--- config.mk ---
export PLATFORM = sky130hd
export DESIGN_NAME = id_ex_ctrl_stage
export DESIGN_NICKNAME = d
export VERILOG_FILES = /design/src/rtl/riscv_ctrl_pkg.sv /design/src/rtl/id_ex_ctrl_stage_decode.sv /design/src/rtl/id_ex_ctrl_stage.sv
export SDC_FILE = /design/constraint.sdc
export NUM_CORES = 1
export LEC_CHECK = 0
export CAP_MARGIN = 40
export CORE_AREA = 2 2 71 73
export DETAILED_ROUTE_END_ITERATION = 10
export DIE_AREA = 0 0 73 75
export GPL_TIMING_DRIVEN = 0
export PLACE_DENSITY = 0.77
export SYNTH_ARGS = -nofsm -noshare
export SYNTH_HDL_FRONTEND = slang
export SYNTH_SLANG_ARGS = --single-unit
--- constraint.sdc ---
create_clock -name clk -period 2.7 [get_ports clk]
set_clock_uncertainty 0.15 [all_clocks]
set_input_delay 0.405 -clock clk [delete_from_list [all_inputs] [get_ports clk]]
set_output_delay 0.405 -clock clk [all_outputs]
set_load 0.01 [all_outputs]
--- src/rtl/riscv_ctrl_pkg.sv ---
// Shared opcode, ALUOp and control-bundle definitions for the ID-stage control path.
package riscv_ctrl_pkg;

    localparam logic [6:0] OP_R      = 7'b0110011;
    localparam logic [6:0] OP_IMM    = 7'b0010011;
    localparam logic [6:0] OP_LOAD   = 7'b0000011;
    localparam logic [6:0] OP_STORE  = 7'b0100011;
    localparam logic [6:0] OP_BRANCH = 7'b1100011;

    localparam logic [1:0] ALU_ADD = 2'b00;
    localparam logic [1:0] ALU_BR  = 2'b01;
    localparam logic [1:0] ALU_FN  = 2'b10;

    typedef struct packed {
        logic       ALUSrc;
        logic       MemRead;
        logic       MemWrite;
        logic       RegWrite;
        logic       MemtoReg;
        logic       Branch;
        logic [1:0] ALUOp;
    } ctrl_t;

    localparam ctrl_t CTRL_BUBBLE = ctrl_t'(8'h00);

    // Instructions whose rs2 field names a real source register.
    function automatic logic uses_rs2(input logic [6:0] opcode);
        return (opcode == OP_R) || (opcode == OP_STORE) || (opcode == OP_BRANCH);
    endfunction

endpackage

--- src/rtl/id_ex_ctrl_stage_decode.sv ---
// Combinational opcode decoder producing the control bundle and the illegal flag.
module ctrl_decode
    import riscv_ctrl_pkg::*;
(
    input  logic [6:0] opcode,
    input  logic       valid,
    output ctrl_t      ctrl,
    output logic       illegal
);

    // Opcode to control-bundle table; unknown opcodes only flag when the slot is real.
    always_comb begin
        ctrl    = CTRL_BUBBLE;
        illegal = 1'b0;
        case (opcode)
            OP_R: begin
                ctrl.RegWrite = 1'b1;
                ctrl.ALUOp    = ALU_FN;
            end
            OP_IMM: begin
                ctrl.ALUSrc   = 1'b1;
                ctrl.RegWrite = 1'b1;
                ctrl.ALUOp    = ALU_FN;
            end
            OP_LOAD: begin
                ctrl.ALUSrc   = 1'b1;
                ctrl.MemRead  = 1'b1;
                ctrl.RegWrite = 1'b1;
                ctrl.MemtoReg = 1'b1;
                ctrl.ALUOp    = ALU_ADD;
            end
            OP_STORE: begin
                ctrl.ALUSrc   = 1'b1;
                ctrl.MemWrite = 1'b1;
                ctrl.ALUOp    = ALU_ADD;
            end
            OP_BRANCH: begin
                ctrl.Branch = 1'b1;
                ctrl.ALUOp  = ALU_BR;
            end
            default: begin
                ctrl    = CTRL_BUBBLE;
                illegal = valid;
            end
        endcase
    end

endmodule

--- src/rtl/id_ex_ctrl_stage.sv ---
// ID stage: decode, load-use detection and the ID/EX control register with a
// saturating count of inserted bubbles.
module id_ex_ctrl_stage
    import riscv_ctrl_pkg::*;
#(
    parameter int INSTR_W    = 32,
    parameter int REG_ADDR_W = 5,
    parameter int CNT_W      = 16
) (
    input  logic                  clk,
    input  logic                  reset,
    input  logic [INSTR_W-1:0]    if_id_instr,
    input  logic                  if_id_valid,
    input  logic                  stall,
    input  logic                  flush,
    output logic                  hazard_stall,
    output logic                  illegal,
    output logic                  id_ex_valid,
    output logic [1:0]            id_ex_ALUOp,
    output logic [3:0]            id_ex_Funct,
    output logic                  id_ex_ALUSrc,
    output logic                  id_ex_MemRead,
    output logic                  id_ex_MemWrite,
    output logic                  id_ex_RegWrite,
    output logic                  id_ex_MemtoReg,
    output logic                  id_ex_Branch,
    output logic [REG_ADDR_W-1:0] id_ex_rs1,
    output logic [REG_ADDR_W-1:0] id_ex_rs2,
    output logic [REG_ADDR_W-1:0] id_ex_rd,
    output logic [CNT_W-1:0]      bubble_count
);

    localparam logic [REG_ADDR_W-1:0] REG_ZERO = {REG_ADDR_W{1'b0}};
    localparam logic [CNT_W-1:0]      CNT_MAX  = {CNT_W{1'b1}};

    logic [6:0]            opcode_s;
    logic [REG_ADDR_W-1:0] rs1_s;
    logic [REG_ADDR_W-1:0] rs2_s;
    logic [REG_ADDR_W-1:0] rd_s;
    logic [3:0]            funct_s;
    ctrl_t                 dec_ctrl_s;
    logic                  dec_illegal_s;
    logic                  hazard_s;
    logic                  insert_bubble_s;

    ctrl_t                 ctrl_r;
    logic                  valid_r;
    logic [3:0]            funct_r;
    logic [REG_ADDR_W-1:0] rs1_r;
    logic [REG_ADDR_W-1:0] rs2_r;
    logic [REG_ADDR_W-1:0] rd_r;
    logic [CNT_W-1:0]      count_r;

    assign opcode_s = if_id_instr[6:0];
    assign rs1_s    = if_id_instr[15 +: REG_ADDR_W];
    assign rs2_s    = if_id_instr[20 +: REG_ADDR_W];
    assign rd_s     = if_id_instr[7 +: REG_ADDR_W];

    ctrl_decode u_decode (
        .opcode  (opcode_s),
        .valid   (if_id_valid),
        .ctrl    (dec_ctrl_s),
        .illegal (dec_illegal_s)
    );

    // Only R-type carries the add/sub selector; in I-arith bit 30 is immediate data.
    always_comb begin
        if (opcode_s == OP_R) begin
            funct_s = {if_id_instr[30], if_id_instr[14:12]};
        end else begin
            funct_s = {1'b0, if_id_instr[14:12]};
        end
    end

    // Load-use compare against the load currently sitting in ID/EX.
    always_comb begin
        hazard_s = 1'b0;
        if (if_id_valid && valid_r && ctrl_r.MemRead && (rd_r != REG_ZERO)) begin
            hazard_s = (rd_r == rs1_s) || ((rd_r == rs2_s) && uses_rs2(opcode_s));
        end else begin
            hazard_s = 1'b0;
        end
    end

    assign insert_bubble_s = hazard_s || dec_illegal_s;
    assign hazard_stall    = hazard_s;
    assign illegal         = dec_illegal_s;

    // ID/EX register: reset > flush > stall hold > hazard/illegal bubble > load.
    always_ff @(posedge clk) begin
        if (reset) begin
            ctrl_r  <= CTRL_BUBBLE;
            valid_r <= 1'b0;
            funct_r <= 4'h0;
            rs1_r   <= REG_ZERO;
            rs2_r   <= REG_ZERO;
            rd_r    <= REG_ZERO;
            count_r <= {CNT_W{1'b0}};
        end else if (flush) begin
            ctrl_r  <= CTRL_BUBBLE;
            valid_r <= 1'b0;
            funct_r <= 4'h0;
            rs1_r   <= REG_ZERO;
            rs2_r   <= REG_ZERO;
            rd_r    <= REG_ZERO;
        end else if (stall) begin
            ctrl_r  <= ctrl_r;
            valid_r <= valid_r;
        end else if (insert_bubble_s || !if_id_valid) begin
            ctrl_r  <= CTRL_BUBBLE;
            valid_r <= 1'b0;
            funct_r <= 4'h0;
            rs1_r   <= REG_ZERO;
            rs2_r   <= REG_ZERO;
            rd_r    <= REG_ZERO;
            if (insert_bubble_s && (count_r != CNT_MAX)) begin
                count_r <= count_r + {{(CNT_W-1){1'b0}}, 1'b1};
            end
        end else begin
            ctrl_r  <= dec_ctrl_s;
            valid_r <= 1'b1;
            funct_r <= funct_s;
            rs1_r   <= rs1_s;
            rs2_r   <= rs2_s;
            rd_r    <= rd_s;
        end
    end

    assign id_ex_valid    = valid_r;
    assign id_ex_ALUOp    = ctrl_r.ALUOp;
    assign id_ex_Funct    = funct_r;
    assign id_ex_ALUSrc   = ctrl_r.ALUSrc;
    assign id_ex_MemRead  = ctrl_r.MemRead;
    assign id_ex_MemWrite = ctrl_r.MemWrite;
    assign id_ex_RegWrite = ctrl_r.RegWrite;
    assign id_ex_MemtoReg = ctrl_r.MemtoReg;
    assign id_ex_Branch   = ctrl_r.Branch;
    assign id_ex_rs1      = rs1_r;
    assign id_ex_rs2      = rs2_r;
    assign id_ex_rd       = rd_r;
    assign bubble_count   = count_r;

endmodule

### Word-level counts from Yosys, hierarchy flattened

Cells that the tools add are included.
W data, S select, Z words.

| storage, ports and cells | value |
|---|---|
| input bits | 37 |
| register bits | 44 |
| output and inout port bits | 46 |
| logic and storage cells | 57 |

| cells by class | value |
|---|---|
| bitwise operators | 2 |
| muxes and demuxes | 15 |
| equality and inequality tests | 8 |
| reduce and logical (&&, ||, !) cells | 18 |
| add/subtract/negate cells | 1 |

Operators by type and width:

| kind | number |
|---|---|
| $add A16 B1 Y16 const B | 1 |
| $ne A16 B16 Y1 const B | 1 |
| $mux W5 | 3 |
| $eq A7 B6 Y1 const B | 2 |
| $eq A5 B5 Y1 | 2 |
| $mux W1 | 8 |
| $mux W4 | 2 |
| $mux W8 | 1 |
| $eq A7 B2 Y1 const B | 1 |
| $eq A7 B5 Y1 const B | 1 |
| $eq A7 B7 Y1 const B | 1 |
| $reduce_or A3 Y1 | 2 |
| $logic_and A1 B1 Y1 | 5 |
| $logic_or A1 B1 Y1 | 5 |
| $reduce_bool A5 Y1 | 1 |
| $reduce_or A5 Y1 | 1 |
| $pmux W2 S2 | 1 |
| $reduce_and A4 Y1 | 1 |
| $reduce_or A2 Y1 | 2 |
| $not A1 Y1 | 2 |
| $logic_not A1 Y1 | 1 |

### Depth between registers and ports, before layout

Gate-level depths: netlist (run 1).

| depth | value |
|---|---|
| word-level depth | 9 |
| mapped depth | 9 |
| gate-level depth less buffers | 7 |

### Modules after synthesis

A second synthesis (run 1) with hierarchy kept.

| second synthesis, totals | value |
|---|---|
| cells, all modules | 242 |
| area total of the unflattened synthesis | 2164.6 sq um |

Modules (own cells, without submodules):

| module | times used | sequential area each (sq um) | area an instance (sq um) | cells each |
|---|---|---|---|---|
| id_ex_ctrl_stage | 1 | 880.8 | 2058.2 | 227 |
| ctrl_decode | 1 | 0.0 | 106.4 | 15 |

### Worst setup path before layout (run 1)

OpenSTA, ideal clock, no wires.

| timing | value |
|---|---|
| kind | register -> register |
| from | reg count_r[0] (netlist: bubble_count[0]) |
| to | reg count_r[11] (netlist: bubble_count[11]) |
| clock period less this slack | 2243 ps |
| arrival time | 2022 ps |
| path slack | 457 ps |
| setup time | 70 ps |
| buffers on the path | 1 |
| stages on the path, launching flop included | 9 |
| required time | 2480 ps |
| cell sequence | dfxtp_1 > ha_1 > and3_1 > and3_1 > a211oi_1 > a22oi_2 > buf_6 > or4_1 > a21oi_1 |

| between the ends | value |
|---|---|
| cells in the longest elaborated chain, start to end | 3 |
| elaborated cells between the ends (all ways) | 4 |
| classes of those cells | add/sub: 1; eq/ne: 1; reduce/logical: 2 |

RTL lines:

| what | RTL line | source |
|---|---|---|
| start: declaration | id_ex_ctrl_stage.sv:52 | `logic [CNT_W-1:0] count_r;` |
| start signal: assignment | id_ex_ctrl_stage.sv:98 | `count_r <= {CNT_W{1'b0}};` |
| start signal: assignment | id_ex_ctrl_stage.sv:117 | `count_r <= count_r + {{(CNT_W-1){1'b0}}, 1'b1};` |
| branches (longest 3 deep; another with $add A16 B1 Y16) | n/a |  |

Several ways; the timed one is not identified.
A chain may end at the register's enable or synchronous reset.

### Worst setup path after layout (run 1)

| timing | value |
|---|---|
| from | in if_id_instr[1] |
| to | out hazard_stall |

| between the ends | value |
|---|---|
| cells in the longest elaborated chain, start to end | 6 |
| elaborated cells between the ends (all ways) | 8 |
| classes of those cells | eq/ne: 3; mux: 1; reduce/logical: 4 |

RTL lines:

| what | RTL line | source |
|---|---|---|
| start: declaration | id_ex_ctrl_stage.sv:12 | `input logic [INSTR_W-1:0] if_id_instr,` |
| $eq A7 B6 Y1 | riscv_ctrl_pkg.sv:28 | `return (opcode == OP_R) \|\| (opcode == OP_STORE) \|\| (opcode == OP_BRANCH);` |
| $logic_or A1 B1 Y1 | riscv_ctrl_pkg.sv:28 |  |
| $logic_or A1 B1 Y1 * | riscv_ctrl_pkg.sv:28 |  |
| $logic_and A1 B1 Y1 * | id_ex_ctrl_stage.sv:79 | `hazard_s = (rd_r == rs1_s) \|\| ((rd_r == rs2_s) && uses_rs2(opcode_s));` |
| $logic_or A1 B1 Y1 * | id_ex_ctrl_stage.sv:79 |  |
| $mux W1 * | id_ex_ctrl_stage.sv:78 | `if (if_id_valid && valid_r && ctrl_r.MemRead && (rd_r != REG_ZERO)) begin` |
| end: declaration | id_ex_ctrl_stage.sv:16 | `output logic hazard_stall,` |

Mark *: on every way between the ends. The rest lies on a longest branch, timed or not.

==> flow_metrics.tcl, run 1 <==
set metrics [dict create \
    status "complete, no violations" \
    path_clk_slew_ps 80 \
    post-route-period-util_pct 97.3 \
    critical_path_class "in2out" \
    initial_core_util_pct 39.9 \
    drtAntennaViolNets 0 \
    wl_um 4860 \
    gr-usage-all-layers_pct 18.2 \
    port_buffers 75 \
    synth_cells 195 \
    worst_setup_path_end_kind "output port" \
    ys_warn_count 0 \
    power_switching_share_pct 21.0 \
    rsz0062_at_grt "false" \
    min_period_ps 2630 \
    slew_headroom_pct 67.4 \
    fp-row-count 25 \
    via_per_inst 5.33 \
    syn_area_um2 1860 \
    htreeDepth 2 \
    cp-start-kind "input port" \
    fp.dieH_um 75 \
    syn-num-nets 233 \
    total_power_mw 1.21 \
    path_delay_family "buffers and inverters" \
    hold_viol 0 \
    fmax_ghz 0.381 \
    cp.buffers_inverters 2 \
    drc 0 \
    p_leak_nw 0.973 \
    cp_max_fo 4 \
    fin_util_pct 60.0 \
    core_um2 4660 \
    crit_arrival_ps 2070 \
    antenna_cells 0 \
    insertion_delay_ps 290 \
    yosys.cell_types.count 35 \
    dp_cells 324 \
    gp_congestion 0.779 \
    slew_viol_final 0 \
    grt_pass1_vias 1610 \
    cts_sinks 42 \
    first_pass_iters 4 \
    power_density_nw_per_um2 432 \
    gr-total-overflow 0 \
    die_w_um 73 \
    crit_required_ps 2140 \
    synth.avg_cell_area_um2 9.53 \
    nFillCells 412 \
    p_comb_share_pct 8.2 \
    power_frac_clock_pct 40.3 \
    clk_path_buf_depth 2 \
    max_slew.worst_pin.slew_ps 488 \
    synthArstFlopShare_pct 0 \
    dieArea_um2 5480 \
    r2r_slack_ps 310 \
    cts_tree "done" \
    power_frac_seq_pct 51.5 \
    path_cells "clkdlybuf4s50_1 > nand4bb_4 > or3_1 > o22ai_2 > and2_4 > clkdlybuf4s15_1" \
    drive_gt1_share_pct 8.24 \
    grt_pass1_wl_um 7690 \
    cts_buffers 5 \
    synth-edff-count 0 \
    nNetsFinal 316 \
    instances_no_fill 333 \
    grt_max_degree 13 \
    cts_root_buf "clkbuf_8" \
    slowest_delay_ps 510 \
    crit_slowest_cell "clkdlybuf4s50_1" \
    ios 83 \
    setup-violations-final 0 \
    grt_antenna_before_repair 0 \
    hold_buffers 0 \
    min_path_type "reg2reg" \
    yosysSeqAreaShare_pct 45.2 \
    dp_hpwl_um 3680 \
    drt_iter0_drc 67 \
    final_common_cell "clkdlybuf4s50_1" \
    p_switching_mw 0.253 \
    ys_seq_elements 42 \
    ys.flop_type "dfxtp_1" \
    layout_common_cells "74 x clkdlybuf4s50_1, 42 x dfxtp_1, 18 x a22o_1" \
    ir_drop_uv 263 \
    wl_per_cell_um 14.6 \
    internal_power_mw 0.955 \
    maxCapViolCount 0 \
    areaGrowthSynthToFinish_pct 50.4 \
    vias 1776 \
]
-- through the flow --
| step | area, um2 | setup TNS, ps | hold slack [ps] | worst slack [ps] |
|---|---|---|---|---|
| after floorplan | 1860 | 0 | 333 | 457 |
| after global placement | 2680 | -760 | 294 | -310 |
| after detailed placement | 2680 | -1340 | 311 | -329 |
| after CTS | 2790 | 0 | 329 | 17.5 |
| after global routing | 2800 | 0 | 342 | 26.9 |
| final | 2800 | 0 | 325 | 74.1 |
-- cells by family after synthesis --
kind of cell               after synthesis  share of synthesized area [%]
DFF                                     42                           45.2
muxes                                    2                           1.14
and+or+nand+nor                         62                           19.1
adders and majority gates                1                          0.673
AOI/OAI and AO/OA                       60                           24.0
buffers and inverters                   17                           4.64
xor gates and xnor gates                11                           5.18
-- power by group through the flow --
stage | registers (mW) | logic, mW | clock network (mW)
3_3_place_gp | 0.637 | 0.0975 | 0
4_1_cts | 0.622 | 0.0989 | 0.494
2_1_floorplan | 0.637 | 0.0340 | 0
5_1_grt | 0.622 | 0.108 | 0.517
3_5_place_dp | 0.637 | 0.0979 | 0
6_report | 0.622 | 0.0988 | 0.488
-- timing repair --
item | 4_1_cts | 5_1_grt
setup endpoints to repair | 1 | 2
hold endpoints to repair | 0 | 0
buffers inserted | 1 | 0
gates resized for setup | 2 | 2
pin swaps | 1 | 1
-- state kept, by name, indices dropped and copies added (netlist names) --
register / count
bubble_count: 16
id_ex_ALUOp: 1
id_ex_ALUSrc: 1
id_ex_Branch: 1
id_ex_Funct: 4
id_ex_MemRead: 1
id_ex_MemWrite: 1
id_ex_RegWrite: 1
id_ex_rd: 5
id_ex_rs1: 5
id_ex_rs2: 5
id_ex_valid: 1
-- worst reg2reg max path, stage by stage (launching register included) --
cell       delay, ps
dfxtp_1          370
or4_1            530
o2111ai_1        240
a211oi_1          90
a22oi_2          160
buf_2            250
buf_4            220
mux2i_1          210
nor2_1            50
-- cell type report --
type / count / area [um2] / share of cell area (%)
Multi-Input combinational cell: 136 / 937 / 33.5
Timing Repair Buffer: 76 / 758 / 27.1
Tap cell: 54 / 67.6 / 2.42
Sequential cell: 42 / 841 / 30.1
Buffer: 11 / 63.8 / 2.28
Clock buffer: 7 / 76.3 / 2.73
Clock inverter: 1 / 30.0 / 1.07
Inverter: 6 / 22.5 / 0.805
-- cell usage after synthesis (5+ instances only) --
cell type  count  area [um2]
a32o_1         5        50.1
inv_1          6        22.5
dfxtp_1       42         841
or4_1          9        67.6
a22o_1        18         158
xnor2_1        8        70.1
nor2_1         9        33.8
o31ai_1        9        67.6
a21oi_1       15        75.1
o21ai_0        7        35.0
nand2_1       11        41.3
or3_1          6        37.5
nand3_1       10        50.1
-- per-layer routing --
metal  track usage, %  vias to the layer above  part of all wire, %
li1                 -                      900                    -
met4             5.56                        0                  1.3
met3             4.15                        5                  4.4
met5                0                        -                    0
met1             25.3                      828                   47
met2             28.1                       43                   48
-- worst paths after layout --
| path | start | endpoint | cells past startpoint |
|---|---|---|---|
| setup reg to reg | id_ex_rd[1] | bubble_count[1] | 8 |
| hold / removal | id_ex_Funct[3] | id_ex_Funct[3] | 2 |
| setup / recovery | if_id_instr[1] | hazard_stall | 6 |
| hold reg to reg | id_ex_Funct[3] | id_ex_Funct[3] | 2 |
Power figures use the tool's default switching activity.
==> run 2: changes to the inputs <==
--- a/config.mk
+++ b/config.mk
@@ -6,9 +6,9 @@
 export NUM_CORES = 1
 export LEC_CHECK = 0
 export CAP_MARGIN = 40
-export CORE_AREA = 2 2 71 73
+export CORE_AREA = 2 2 65 79
 export DETAILED_ROUTE_END_ITERATION = 10
-export DIE_AREA = 0 0 73 75
+export DIE_AREA = 0 0 67 81
 export GPL_TIMING_DRIVEN = 0
 export PLACE_DENSITY = 0.77
 export SYNTH_ARGS = -nofsm -noshare
==> run 2 against run 1 <==
Critical path depth did not move; total power fell by 0.39%; final cell count rose by 1.8%; non-clock buffer count did not move; setup slack got worse by 9.3 ps; sequential power barely moved; highest routed layer unchanged; global-route usage rose by 1.3 points; first-iteration DRC count rose by 140%; critical endpoint unchanged; combinational power rose by 0.4%; die area fell by 0.88%.
==> flow_metrics.tcl, run 2 (synthesized netlist as in run 1, its figures left out) <==
set metrics [dict create \
    initial_core_util_pct 39.0 \
    timing.setup.tns_ps 0 \
    nFillCells 447 \
    cts_root_buf "clkbuf_8" \
    crit_required_ps 2140 \
    layout_common_cells "74 x clkdlybuf4s50_1, 42 x dfxtp_1, 18 x a22o_1" \
    fmax_ghz 0.379 \
    drtAntennaViolNets 0 \
    status "complete, no violations" \
    grt_pass1_vias 1783 \
    dieArea_um2 5430 \
    maxCapViolCount 0 \
    gr-total-overflow 0 \
    min_path_type "reg2reg" \
    gr-usage-all-layers_pct 19.5 \
    ios 83 \
    setup-violations-final 0 \
    areaGrowthSynthToFinish_pct 50.8 \
    cts_buffers 5 \
    crit_arrival_ps 2080 \
    multiInputGateArea_um2 935 \
    drc 0 \
    htreeDepth 2 \
    port_buffers 75 \
    critical_path_class "in2out" \
    drive_gt1_share_pct 8.60 \
    grt_pass1_wl_um 8100 \
    grt_max_degree 14 \
    ir_drop_uv 295 \
    wl_per_cell_um 14.7 \
    worst_slack_ps 64.8 \
    power_density_nw_per_um2 429 \
    first_pass_iters 4 \
    final_common_cell "clkdlybuf4s50_1" \
    post_dp_cell_area_um2 2690 \
    wl_um 4990 \
    path_clk_slew_ps 70 \
    gp_congestion 0.820 \
    slew_headroom_pct 64.8 \
    dp_slack_ps -307 \
    total_power_mw 1.20 \
    antenna_cells 0 \
    clk_path_buf_depth 2 \
    p_leak_nw 0.977 \
    cp-start-kind "input port" \
    regArea_um2 841 \
    max_slew.worst_pin.slew_ps 526 \
    fin_area_um2 2800 \
    cts_sinks 42 \
    slew_viol_final 0 \
    rsz0062_at_grt "false" \
    hold_viol 0 \
    core_um2 4760 \
    via_per_inst 5.38 \
    cts_tree "done" \
    die_w_um 67 \
    largest_register_ffs 16 \
    fp.dieH_um 81 \
    nNetsFinal 316 \
    drt_iter0_drc 160 \
    cp_max_fo 4 \
    post-route-period-util_pct 97.6 \
    worst_setup_path_end_kind "output port" \
    grt_antenna_before_repair 0 \
    min_period_ps 2640 \
    vias 1824 \
    fp-row-count 28 \
    insertion_delay_ps 290 \
    dp_hpwl_um 3840 \
]
## run 2: worst paths after layout
kind / start / endpoint / slack, ps / cells after the start
min: id_ex_Funct[3] / id_ex_Funct[3] / 320 / 2
max: if_id_instr[1] / hazard_stall / 60 / 6
max reg2reg: id_ex_rd[1] / bubble_count[1] / 280 / 8
min reg2reg: id_ex_Funct[3] / id_ex_Funct[3] / 320 / 2
## run 2: power breakdown
part	internal, mW	switching (mW)	total, mW	leakage (nW)
Sequential	0.620	0.00173	0.622	0.338
Clock	0.272	0.210	0.482	0.0579
Combinational	0.0580	0.0412	0.0992	0.581
## run 2: area by class of cell
class                   count  share of cell area (%)
plain buffers              11                    2.28
clock inverters             3                    1.43
flip-flops and latches     42                    30.0
repair buffers             76                    27.0
well taps                  60                    2.68
inverters                   6                   0.803
clock buffers               5                    2.45
multi-input cells         136                    33.3
## run 2: routing by layer
layer  routed length (um)  vias up  GRT usage (%)
met3                  315        2           4.71
met5                    0        -              0
met4                   24        0           5.51
met2                 2670       65           35.6
met1                 1980      856           22.1
li1                     -      901              -
## run 2: per-stage QoR
| stage | utilization [%] | instances | hold slack, ps |
|---|---|---|---|
| final | 58.8 | 339 | 320 |
| after global routing | 58.8 | 339 | 350 |
| after CTS | 58.8 | 339 | 323 |
| after detailed placement | 56.4 | 330 | 305 |
| after global placement | 56.4 | 330 | 293 |
| after floorplan | - | 195 | 333 |
## run 2: critical path, cell delays in order
cell	delay, ps
clkdlybuf4s50_1	500
nand4bb_4	150
or3_1	400
o22ai_2	180
and2_1	180
clkdlybuf4s15_1	260
## run 2: what timing repair did
action / 4_1_cts / 5_1_grt
hold buffers: 0 / 0
buffers inserted: 1 / 0
gates resized for setup: 1 / 2
cloned: 0 / 0
endpoints found under the setup margin: 1 / 2
pin swaps: 1 / 0
==> run 3: changes to the inputs <==
--- a/config.mk
+++ b/config.mk
@@ -6,11 +6,13 @@
 export NUM_CORES = 1
 export LEC_CHECK = 0
 export CAP_MARGIN = 40
-export CORE_AREA = 2 2 65 79
+export CELL_PAD_IN_SITES_DETAIL_PLACEMENT = 0
+export CELL_PAD_IN_SITES_GLOBAL_PLACEMENT = 1
+export CORE_AREA = 2 2 82 84
 export DETAILED_ROUTE_END_ITERATION = 10
-export DIE_AREA = 0 0 67 81
+export DIE_AREA = 0 0 84 86
 export GPL_TIMING_DRIVEN = 0
-export PLACE_DENSITY = 0.77
+export PLACE_DENSITY_LB_ADDON = 0.1
 export SYNTH_ARGS = -nofsm -noshare
 export SYNTH_HDL_FRONTEND = slang
 export SYNTH_SLANG_ARGS = --single-unit
==> constraint.sdc (replaced) <==
create_clock -name clk -period 2.7 [get_ports clk]
set_clock_uncertainty 0.15 [all_clocks]
set_input_delay 0.54 -clock clk [delete_from_list [all_inputs] [get_ports clk]]
set_output_delay 0.54 -clock clk [all_outputs]
set_load 0.01 [all_outputs]
==> run 3 against run 2 <==
Routed wire length rose by 4.5%; via count fell by 0.22%; worst hold slack got worse by 11 ps; utilization fell by 13 points; final cell count rose by 5.6%; register-to-register slack improved by 20 ps; maximum frequency rose by 1.7%; clock power rose by 3%; first-iteration DRC count fell by 71%; critical path type unchanged; largest power group unchanged.
==> flow_metrics.tcl, run 3 (synthesized netlist as in run 1, its figures left out) <==
set metrics [dict create \
    crit_required_ps 2010 \
    dp_cells 347 \
    insertion_delay_ps 290 \
    slew_headroom_pct 65.8 \
    wl_per_cell_um 14.6 \
    wl_um 5220 \
    antenna_cells 0 \
    gr-total-overflow 0 \
    slew_viol_final 0 \
    vias 1820 \
    die_w_um 84 \
    power_density_nw_per_um2 427 \
    ir_drop_uv 185 \
    first_pass_iters 4 \
    path_clk_slew_ps 80 \
    slowest_delay_ps 510 \
    rsz0062_at_grt "false" \
    htreeDepth 2 \
    dieArea_um2 7220 \
    cts_root_buf "clkbuf_8" \
    largest_register_ffs 16 \
    gp_congestion 0.747 \
    clk_path_buf_depth 2 \
    ios 83 \
    grt_pass1_vias 1697 \
    min_path_type "reg2reg" \
    cts_buffers 5 \
    critical_path_class "in2out" \
    crit_slowest_cell "clkdlybuf4s50_1" \
    worst_setup_path_end_kind "output port" \
    areaGrowthSynthToFinish_pct 53.4 \
    gr-usage-all-layers_pct 14.4 \
    crit_path_start "if_id_instr[4]" \
    nNetsFinal 318 \
    drc 0 \
    total_power_mw 1.22 \
    layout_common_cells "66 x clkdlybuf4s50_1, 42 x dfxtp_1, 18 x a22o_1" \
    core_um2 6280 \
    min_period_ps 2590 \
    cp_max_fo 6 \
    drive_gt1_share_pct 10.3 \
    fmax_ghz 0.386 \
    initial_core_util_pct 29.6 \
    max_slew.worst_pin.slew_ps 511 \
    p_leak_nw 1.03 \
    fp-row-count 29 \
    dp_hpwl_um 3850 \
    grt_pass1_wl_um 8460 \
    hold_viol 0 \
    via_per_inst 5.08 \
    status "complete, no violations" \
    path_cells "clkdlybuf4s50_1 > nand2b_1 > a21oi_1 > nor2b_2 > dlygate4sd2_1" \
    min_from "id_ex_Funct[3]" \
    post-route-period-util_pct 95.9 \
    fin_util_pct 45.4 \
    drtAntennaViolNets 0 \
    drt_iter0_drc 46 \
    crit_arrival_ps 1900 \
    cts_tree "done" \
    instances_no_fill 358 \
    grt_antenna_before_repair 0 \
    fp.dieH_um 86 \
    cts_sinks 42 \
    r2r-start "id_ex_rd[1]" \
    final_common_cell "clkdlybuf4s50_1" \
    grt_max_degree 14 \
    cp-start-kind "input port" \
    hold_buffers 0 \
    maxCapViolCount 0 \
    port_buffers 75 \
    setup-violations-final 0 \
]
-- run 3: changes by cell type in the layout (fill, tap and decap cells not counted) --
cell and change:
clkdlybuf4s50_1 -8, dlygate4sd2_1 +4, dlymetal6s2s_1 +4, buf_4 +2, a21boi_0 -1, a21boi_2 +1
and2_1 -1, and2_4 +1, buf_6 +1, clkdlybuf4s15_1 -1
-- run 3: metal layers --
| layer | routed length (um) | up-vias | GRT usage, % |
|---|---|---|---|
| met5 | 0 | - | 0 |
| met4 | 24 | 0 | 3.08 |
| met3 | 307 | 2 | 3.75 |
| met2 | 2330 | 61 | 21.3 |
| met1 | 2560 | 860 | 21.1 |
| li1 | - | 897 | - |
-- run 3: worst paths after layout --
| path | end | slack, ps | depth (start not counted) |
|---|---|---|---|
| setup / recovery | illegal | 110 | 5 |
| hold / removal | id_ex_Funct[3] | 310 | 2 |
| setup reg to reg | bubble_count[1] | 300 | 8 |
| hold reg to reg | id_ex_Funct[3] | 310 | 2 |
-- run 3: layout make-up --
cell class,count,area (um2)
Inverter,6,22.5
Sequential cell,42,841
Tap cell,77,96.3
Timing Repair Buffer,78,779
Buffer,11,63.8
Fill cell,643,3420
Clock inverter,3,40.0
Clock buffer,5,68.8
Multi-Input combinational cell,136,941
-- run 3: per-stage QoR --
step                cell area [um2]  hold slack (ps)  setup TNS (ps)  setup slack, ps
floorplan                      1860              333               0              338
global placement               2710              292           -4060             -635
detailed placement             2710              293           -4120             -632
CTS                            2840              313               0            0.511
global route                   2850              344               0             21.8
finish                         2850              309               0              110
-- run 3: report_power, final --
part	internal, mW	switching, mW	total, mW
registers	0.620	0.00165	0.622
clock network	0.273	0.225	0.498
logic	0.0561	0.0421	0.0983
total	0.949	0.269	1.22
-- run 3: worst max-delay path, delay by kind of cell --
| family | cells | cell delay, ps |
|---|---|---|
| simple gates | 2 | 320 |
| compound gates | 1 | 240 |
| buf+inv | 2 | 810 |
-- run 3: what timing repair did --
| action | 4_1_cts | 5_1_grt |
|---|---|---|
| gates resized for setup | 13 | 5 |
| buffers inserted | 3 | 0 |
| endpoints found under the setup margin | 2 | 4 |
| pin swaps | 4 | 4 |
| gates cloned | 0 | 0 |
